==> src/rtl/decode_stage.sv <==
// rtl/decode_stage.sv - RV32I decode stage: raw instruction FIFO, combinational decode, registered output bundle
// Optional feature macro: DECODE_RV32M_EN (OP with funct7=0000001 decodes as MULDIV instead of ILLEGAL)
module decode_stage #(
  parameter int DEPTH = 2
) (
  input  logic        clk,
  input  logic        rst,
  input  logic [31:0] ins_i,
  input  logic [31:0] pc_i,
  input  logic        stall_i,
  input  logic        flush_i,
  output logic        ready_o,
  output logic        valid_o,
  input  logic        ready_i,
  output logic [31:0] pc_o,
  output logic [31:0] ins_o,
  output logic [4:0]  rd_o,
  output logic [4:0]  rs1_o,
  output logic [4:0]  rs2_o,
  output logic [31:0] imm_o,
  output logic [2:0]  funct3_o,
  output logic        funct7b5_o,
  output logic [3:0]  opclass_o,
  output logic        illegal_o,
  output logic        overflow_o
);
  localparam int AW = $clog2(DEPTH);
  localparam logic [AW:0] PTR_ONE = 1;

  localparam logic [3:0] OC_LUI = 4'd0, OC_AUIPC = 4'd1, OC_JAL = 4'd2, OC_JALR = 4'd3;
  localparam logic [3:0] OC_BRANCH = 4'd4, OC_LOAD = 4'd5, OC_STORE = 4'd6, OC_OP_IMM = 4'd7;
  localparam logic [3:0] OC_OP = 4'd8, OC_MISC_MEM = 4'd9, OC_SYSTEM = 4'd10;
  localparam logic [3:0] OC_MULDIV = 4'd11, OC_ILLEGAL = 4'd15;

  typedef enum logic {OUT_EMPTY, OUT_FULL} out_state_e;

  out_state_e  state_q, state_d;
  logic [63:0] mem_q [DEPTH];
  logic [AW:0] wptr_q, rptr_q;
  logic        fifo_empty, fifo_full, push_req, do_push, load, ovf_set;
  logic [31:0] h;
  logic [31:0] imm_i, imm_s, imm_b, imm_u, imm_j;
  logic [3:0]  dec_class;
  logic [31:0] dec_imm;
  logic        use_rd, use_rs1, use_rs2;

  logic [31:0] pc_q, ins_q, imm_q;
  logic [4:0]  rd_q, rs1_q, rs2_q;
  logic [2:0]  funct3_q;
  logic        funct7b5_q, illegal_q, overflow_q;
  logic [3:0]  opclass_q;

  assign fifo_empty = (wptr_q == rptr_q);
  assign fifo_full  = (wptr_q[AW] != rptr_q[AW]) && (wptr_q[AW-1:0] == rptr_q[AW-1:0]);
  assign push_req   = !stall_i && !flush_i;
  // A pop in the same cycle frees the slot a push into a full FIFO needs.
  assign do_push    = push_req && (!fifo_full || load);
  assign ovf_set    = push_req && fifo_full && !load;

  // Output register occupancy: load whenever the head can move into a free slot.
  always_comb begin
    state_d = state_q;
    load    = 1'b0;
    if (!flush_i) begin
      case (state_q)
        OUT_EMPTY: if (!fifo_empty) begin
          load    = 1'b1;
          state_d = OUT_FULL;
        end
        OUT_FULL: if (ready_i) begin
          if (!fifo_empty) load = 1'b1;
          else state_d = OUT_EMPTY;
        end
        default: state_d = OUT_EMPTY;
      endcase
    end else begin
      state_d = OUT_EMPTY;
    end
  end

  // State register; flush empties the output slot as well as the FIFO.
  always_ff @(posedge clk) begin
    if (rst) state_q <= OUT_EMPTY;
    else     state_q <= state_d;
  end

  // FIFO pointers; a flush drops all buffered entries.
  always_ff @(posedge clk) begin
    if (rst || flush_i) begin
      wptr_q <= '0;
      rptr_q <= '0;
    end else begin
      if (do_push) wptr_q <= wptr_q + PTR_ONE;
      if (load)    rptr_q <= rptr_q + PTR_ONE;
    end
  end

  // FIFO storage holds {pc, ins}; contents are don't-care while empty.
  always_ff @(posedge clk) begin
    if (do_push) mem_q[wptr_q[AW-1:0]] <= {pc_i, ins_i};
  end

  assign h     = mem_q[rptr_q[AW-1:0]][31:0];
  assign imm_i = {{20{h[31]}}, h[31:20]};
  assign imm_s = {{20{h[31]}}, h[31:25], h[11:7]};
  assign imm_b = {{19{h[31]}}, h[31], h[7], h[30:25], h[11:8], 1'b0};
  assign imm_u = {h[31:12], 12'b0};
  assign imm_j = {{11{h[31]}}, h[31], h[19:12], h[20], h[30:21], 1'b0};

  // Decode the FIFO head; illegal encodings clear all field enables and the immediate.
  always_comb begin
    dec_class = OC_ILLEGAL;
    dec_imm   = '0;
    use_rd    = 1'b0;
    use_rs1   = 1'b0;
    use_rs2   = 1'b0;
    if (h[1:0] == 2'b11) begin
      case (h[6:0])
        7'b0110111: begin dec_class = OC_LUI;   dec_imm = imm_u; use_rd = 1'b1; end
        7'b0010111: begin dec_class = OC_AUIPC; dec_imm = imm_u; use_rd = 1'b1; end
        7'b1101111: begin dec_class = OC_JAL;   dec_imm = imm_j; use_rd = 1'b1; end
        7'b1100111: begin
          dec_class = OC_JALR; dec_imm = imm_i; use_rd = 1'b1; use_rs1 = 1'b1;
        end
        7'b1100011: begin
          if (h[14:13] != 2'b01) dec_class = OC_BRANCH;
          dec_imm = imm_b; use_rs1 = 1'b1; use_rs2 = 1'b1;
        end
        7'b0000011: begin
          if (h[14:12] inside {3'b000, 3'b001, 3'b010, 3'b100, 3'b101}) dec_class = OC_LOAD;
          dec_imm = imm_i; use_rd = 1'b1; use_rs1 = 1'b1;
        end
        7'b0100011: begin
          if (h[14:12] inside {3'b000, 3'b001, 3'b010}) dec_class = OC_STORE;
          dec_imm = imm_s; use_rs1 = 1'b1; use_rs2 = 1'b1;
        end
        7'b0010011: begin
          dec_class = OC_OP_IMM; dec_imm = imm_i; use_rd = 1'b1; use_rs1 = 1'b1;
        end
        7'b0110011: begin
          use_rd = 1'b1; use_rs1 = 1'b1; use_rs2 = 1'b1;
          if (h[31:25] == 7'b0000000 || h[31:25] == 7'b0100000) dec_class = OC_OP;
`ifdef DECODE_RV32M_EN
          else if (h[31:25] == 7'b0000001) dec_class = OC_MULDIV;
`else
          else dec_class = OC_ILLEGAL;
`endif
        end
        7'b0001111: begin
          dec_class = OC_MISC_MEM; dec_imm = imm_i; use_rd = 1'b1; use_rs1 = 1'b1;
        end
        7'b1110011: begin dec_class = OC_SYSTEM; use_rd = 1'b1; use_rs1 = 1'b1; end
        default:    dec_class = OC_ILLEGAL;
      endcase
    end
    if (dec_class == OC_ILLEGAL) begin
      dec_imm = '0;
      use_rd  = 1'b0;
      use_rs1 = 1'b0;
      use_rs2 = 1'b0;
    end
  end

  // Output bundle register: loads on pop, otherwise holds.
  always_ff @(posedge clk) begin
    if (rst) begin
      pc_q <= '0; ins_q <= '0; imm_q <= '0;
      rd_q <= '0; rs1_q <= '0; rs2_q <= '0;
      funct3_q <= '0; funct7b5_q <= 1'b0;
      opclass_q <= OC_ILLEGAL; illegal_q <= 1'b0;
    end else if (load) begin
      pc_q       <= mem_q[rptr_q[AW-1:0]][63:32];
      ins_q      <= h;
      imm_q      <= dec_imm;
      rd_q       <= use_rd  ? h[11:7]  : 5'd0;
      rs1_q      <= use_rs1 ? h[19:15] : 5'd0;
      rs2_q      <= use_rs2 ? h[24:20] : 5'd0;
      funct3_q   <= h[14:12];
      funct7b5_q <= h[30];
      opclass_q  <= dec_class;
      illegal_q  <= (dec_class == OC_ILLEGAL);
    end
  end

  // Sticky drop indicator, cleared only by reset.
  always_ff @(posedge clk) begin
    if (rst)          overflow_q <= 1'b0;
    else if (ovf_set) overflow_q <= 1'b1;
  end

  assign ready_o    = !fifo_full;
  assign valid_o    = (state_q == OUT_FULL);
  assign pc_o       = pc_q;
  assign ins_o      = ins_q;
  assign rd_o       = rd_q;
  assign rs1_o      = rs1_q;
  assign rs2_o      = rs2_q;
  assign imm_o      = imm_q;
  assign funct3_o   = funct3_q;
  assign funct7b5_o = funct7b5_q;
  assign opclass_o  = opclass_q;
  assign illegal_o  = illegal_q;
  assign overflow_o = overflow_q;
endmodule

==> config.mk <==
export PLATFORM = sky130hd
export DESIGN_NAME = decode_stage
export DESIGN_NICKNAME = d
export VERILOG_FILES = /design/src/rtl/decode_stage.sv
export SDC_FILE = /design/constraint.sdc
export NUM_CORES = 1
export LEC_CHECK = 0
export CAP_MARGIN = 0
export CORE_MARGIN = 1
export CORE_UTILIZATION = 40
export DETAILED_ROUTE_END_ITERATION = 8
export GPL_ROUTABILITY_DRIVEN = 0
export HOLD_SLACK_MARGIN = 0.06
export PLACE_DENSITY = 0.74
export SLEW_MARGIN = 30
export SYNTH_ARGS = -nofsm -noshare
export SYNTH_HDL_FRONTEND = slang
export SYNTH_SLANG_ARGS = --single-unit
export TNS_END_PERCENT = 20
==> constraint.sdc <==
create_clock -name clk -period 9.9 [get_ports clk]
set_input_delay 1.98 -clock clk [delete_from_list [all_inputs] [get_ports clk]]
set_output_delay 1.98 -clock clk [all_outputs]
set_load 0.005 [all_outputs]
## Yosys cells after proc, flatten, opt, wreduce, memory -nomap -nowiden

Memories as Yosys holds them, arrays and structs flattened. A register that Yosys moved wholly into a read port is not among the register bits.
Index checks and enable logic that the tools add are counted.

- Flip-flop bits (word level): 126
- RAM bits: 128
- Input port bits: 69
- Output and inout bits: 123
- Memories: 1

Memories:

| name | depth | bits a word | read ports | clocked after memory_dff | wr ports | RTL line | RTL |
|---|---|---|---|---|---|---|---|
| mem_q | 2 | 64 | 1 | 1 | 1 | 38 | `logic [63:0] mem_q [DEPTH];` |

- Add/sub/neg operators: 2
- Eq/ne operators: 22
- Muxes and demuxes: 31
- Bitwise logic cells: 1
- Reduce and logical (&&, ||, !) cells: 22

Operator list:

| cell | count |
|---|---|
| case mux 32 bit (5 select lines) | 1 |
| 2-to-1 mux 32 bit | 2 |
| case mux 4 bit (11 select lines) | 1 |
| == test 7 x 6 -> 1 bit, second input constant | 4 |
| == test 7 bit, second input constant | 4 |
| 2-to-1 mux 1 bit | 17 |
| 2-to-1 mux 4 bit | 4 |
| 2-to-1 mux 5 bit | 3 |
| == test 7 x 5 -> 1 bit, second input constant | 2 |
| OR reduction 9 bit | 1 |
| OR reduction 8 bit | 1 |
| == test 7 x 2 -> 1 bit, second input constant | 1 |
| == test 7 x 4 -> 1 bit, second input constant | 1 |
| logical NOT 7 bit | 1 |
| == test 3 bit, second input constant | 2 |
| logical AND 1 bit | 5 |
| nonzero test 5 bit | 1 |
| adder 2 x 1 -> 2 bit, second input constant | 2 |
| == test 4 bit, second input constant | 1 |
| logical NOT 1 bit | 4 |
| case mux 1 bit (2 select lines) | 2 |
| OR reduction 2 bit | 2 |
| OR reduction 4 bit | 1 |
| == test 3 x 1 -> 1 bit, second input constant | 1 |
| other kinds (12) | 14 |

## Depth between registers and ports, before layout

- Depth after elaboration: 9
- Depth in mapped cells: 12
- Gate-level depth less buffers: 7

## Worst setup path after synthesis

No wires, ideal clock.

- Path type: input port to flip-flop
- From: input flush_i
- To: memory mem_q[0][0], enable pin
- Library setup time: 0.644 ns
- Arrival: 8.927 ns
- Data required time: 9.256 ns
- Path slack: 0.329 ns
- Cell stages on the path: 5
- Path through: clkbuf_1 > nor3_1 > clkbuf_1 > nor2_1 > nor4_1

- Longest elaborated chain between the ends: 5
- Elaborated cells on any way between the ends: 7
- Those cells by class: mux (3); reduce/logical (4)

Ends and longest elaborated chain:

| what | RTL line | RTL |
|---|---|---|
| start, declared | 11 | `input logic flush_i,` |
| 2-to-1 mux 1 bit / logical NOT 1 bit (equally long branches) | - |  |
| logical OR 1 bit / logical AND 1 bit (equally long branches) | 57, 55 |  |
| logical AND 1 bit (*) | 57 | `assign do_push = push_req && (!fifo_full \|\| load);` |
| 2-to-1 mux 1 bit (*) | 100 | `if (do_push) mem_q[wptr_q[AW-1:0]] <= {pc_i, ins_i};` |
| 2-to-1 mux 1 bit (not written as such) (*) | 100 |  |
| end, declared | 38 |  |

Mark *: on every way between the ends. The rest lies on a longest branch, timed or not.

==> results.md <==
- CP max FO: between 60 and 70
- Yosys cell types: 75
- Final Skew: 0.008241 ns
- VDD IR-drop max: 0.0001385 V
- Setup violators final: 0
- Fraction of layout cells with a size suffix above 1: 0.09274
- LEAKAGE: 4.093 nW
- Slew @ Worst Pin: 0.9324 ns
- Core ar.: 24320 µm²
- Fin. max-slew vios: 0
- Layout area overhead: 29.27%
- Avg Inst Size Synth: 12.41 µm²
- YS warnings: 0
- Max Cap Viol: 0
- CP startpoint kind: flip-flop
- Post-route insts no fill: 1317
- Fmax: approximately 0.22 GHz
- Setup TNS Final: 0 ns
- Run status: finished clean
- Required time of the critical path: 10.28 ns
- Worst-path cell chain: buf_4, nand3_1, a211oi_4, o311a_1, nor2_1, and4_4, o21ai_1, o21ai_1
- Vias in the first global route: approximately 6800
- CTS sink count: ~250
- Post-layout min period: 4.482 ns
- # DRC: 0
- Drt first pass iters: 4
- Remaining antenna violation count after routing: 0
- Synth top area cells: edfxtp_1 39%, dfxtp_1 25%, mux2i_1 6.3%, a211oi_1 5.4%, nor2_1 4.2%
- Top delay family on crit path: compound AO/OA/AOI/OAI gates
- Critical path type: reg2reg
- Slowest cell on crit path: buf_4
- GR Overflow Total: 0
- Tot GR Track Use: 0.1839
- Die Wd: 159.6 µm
- Mapped Nets: 870
- Die area: 25480 µm²
- Largest stage delay, worst path: 0.80 ns
- First-pass GRT wire length: 37.31 mm
- I/O pins: 192
- DR vias/cell: approximately 5.3
- Die Ht: 159.6 µm
- CTS buffer count: 26
- Setup bufs post-CTS: 0
- RSZ-0062 raised after global routing: no
- Worst path arrival time: ~4.9 ns
- WL per Instance: 17.86 µm
- HPWL after detailed placement: 16.11 mm
- EDFF count, synth: 128
- Placed instance count: around 1300
- Number of synthesized register bits: 251
- CTS resizes: 0
- Sequential fraction of the synthesis area: 0.6345
- CTS HTree Levels: 1
- Synth Instances: between 800 and 900
- Commonest non-fill, non-tap cell in the layout: clkdlybuf4s50_1
- Hold buffer count at CTS: 0
- Worst Setup End Kind: flip-flop
- Area of the mapped netlist: 9938 µm²
- Via count: 6940
- Skew-Pair Late Insertion Delay: 0.53 ns
- Final hold viol count: 0
- Initial core utilization: 0.4087
- CTS Buffer Depth: 3
- Fin util: 0.5283
- Pin count of the biggest net entering global routing: 91
- Final Power: 0.002210 W
- Clock slew seen by the registers of the worst setup and hold paths: 0.06 ns
- Worst path bufs/invs: 1
- Initial antenna violation count: 3
- Synth area leader: edfxtp_1
- # nets final: between 1000 and 1500
- Period utilization: 0.4527
- Most used DFF post-synth: edfxtp_1
- CTS Root Cell: clkbuf_16
- Pwr per Cell Area: 172.0 nW/µm²
- Hold Crit Class: reg2reg
- Rel. slew slack: 0.3743
- Share of the synthesized area in the top cell type: 0.3868
- I/O Buffers: 191
- Standard-cell rows: 57
- Post-synthesis async set-or-reset flop share: 0
- Total wire length: 23.52 mm
- Worst path most repeated cell: o21ai_1
- Drt first-iter violations: between 300 and 400
- Commonest cells after routing, fill and taps aside: 190 x clkdlybuf4s50_1, 128 x edfxtp_1, 122 x dfxtp_1
- Layout fillers: ~2100
- TritonCTS clock tree: built
worst paths after layout:
path              startpoint   endpoint  slack [ns]  cells past startpoint
setup reg to reg   flip-flop  imm_o[25]        5.42                      8
setup / recovery   flip-flop  imm_o[25]        5.42                      8
hold / removal     imm_o[27]  imm_o[27]        0.45                      2
hold reg to reg    imm_o[27]  imm_o[27]        0.45                      2
synth_stat cells, types with 3 or more instances:
cell      instances
nor2b_1           3
nand2_1          41
a22oi_1           3
nand2b_1          4
buf_4             7
nor2_1          112
a21oi_1          29
buf_2             9
a211oi_1         72
inv_1             4
a32o_1            7
edfxtp_1        128
dfxtp_1         123
xnor2_1           3
o21ai_0          11
nor3_1           17
a211oi_2          7
nor3b_1           3
o22ai_1           4
nor4_1            5
o41ai_2           5
nand3_1           3
xor2_1            5
mux2_2            8
clkbuf_1         33
and2_1            4
buf_6             6
mux2_4            3
mux2i_1          63
a22o_1            6
a31oi_1           3
o21ai_1          17
stage by stage:
step	worst slack, ns	hold WS (ns)	cell area (µm²)
final	5.418	0.4510	12850
after global routing	5.088	0.4863	12850
after CTS	5.487	0.4497	12840
after detailed placement	4.960	0.4425	12060
after global placement	4.825	0.4391	12040
after floorplan	0.3292	0.4431	9938
cell type report:
cell class	instances	area [µm²]	area share
Sequential cell	251	6310	0.4911
Multi-Input combinational cell	490	3347	0.2605
Timing Repair Buffer	199	1986	0.1546
Clock buffer	39	730.7	0.05688
Tap cell	324	405.4	0.03155
Clock inverter	9	51.30	0.003993
Inverter	4	15.01	0.001169
Antenna cell	1	2.502	0.0001948
power by group:
part / switching (W) / internal, W
Sequential: 0.0000185 / 0.00113
Clock: 0.000387 / 0.000509
Combinational: 0.0000848 / 0.0000835
Total: 0.000490 / 0.00172
metal layers:
| metal | up-vias | share of wire | global-route usage |
|---|---|---|---|
| met5 | - | 0.00089 | 0 |
| met4 | 4 | 0.028 | 0.05463 |
| met3 | 48 | 0.076 | 0.04831 |
| met2 | 247 | 0.46 | 0.3009 |
| met1 | 3285 | 0.43 | 0.2390 |
| li1 | 3356 | - | - |
state kept, by name (all words and copies together), names as in the netlist, named ones only:
| register | count |
|---|---|
| valid_o | 1 |
| rs2_o | 5 |
| rd_o | 5 |
| rptr_q | 2 |
| pc_o | 32 |
| rs1_o | 5 |
| imm_o | 32 |
| overflow_o | 1 |
| opclass_o | 4 |
| mem_q | 128 |
| wptr_q | 2 |
| ins_o | 32 |
| illegal_o | 1 |
worst reg2reg max path, cell delays in order (launching register included):
cell,delay (ns)
dfxtp_4,0.73
buf_4,0.85
nand3_1,0.61
a211oi_4,0.57
o311a_1,0.30
nor2_1,0.07
and4_4,0.28
o21ai_1,0.76
o21ai_1,0.17
logic make-up after synthesis:
family,Yosys count,synth area share
muxes,76,0.07982
and+or+nand+nor,217,0.1042
AOI/OAI and AO/OA,189,0.1434
buffers and inverters,60,0.03097
xor gates and xnor gates,8,0.007051
DFF,251,0.6345
Note: power is estimated with default switching activity, not from simulation.
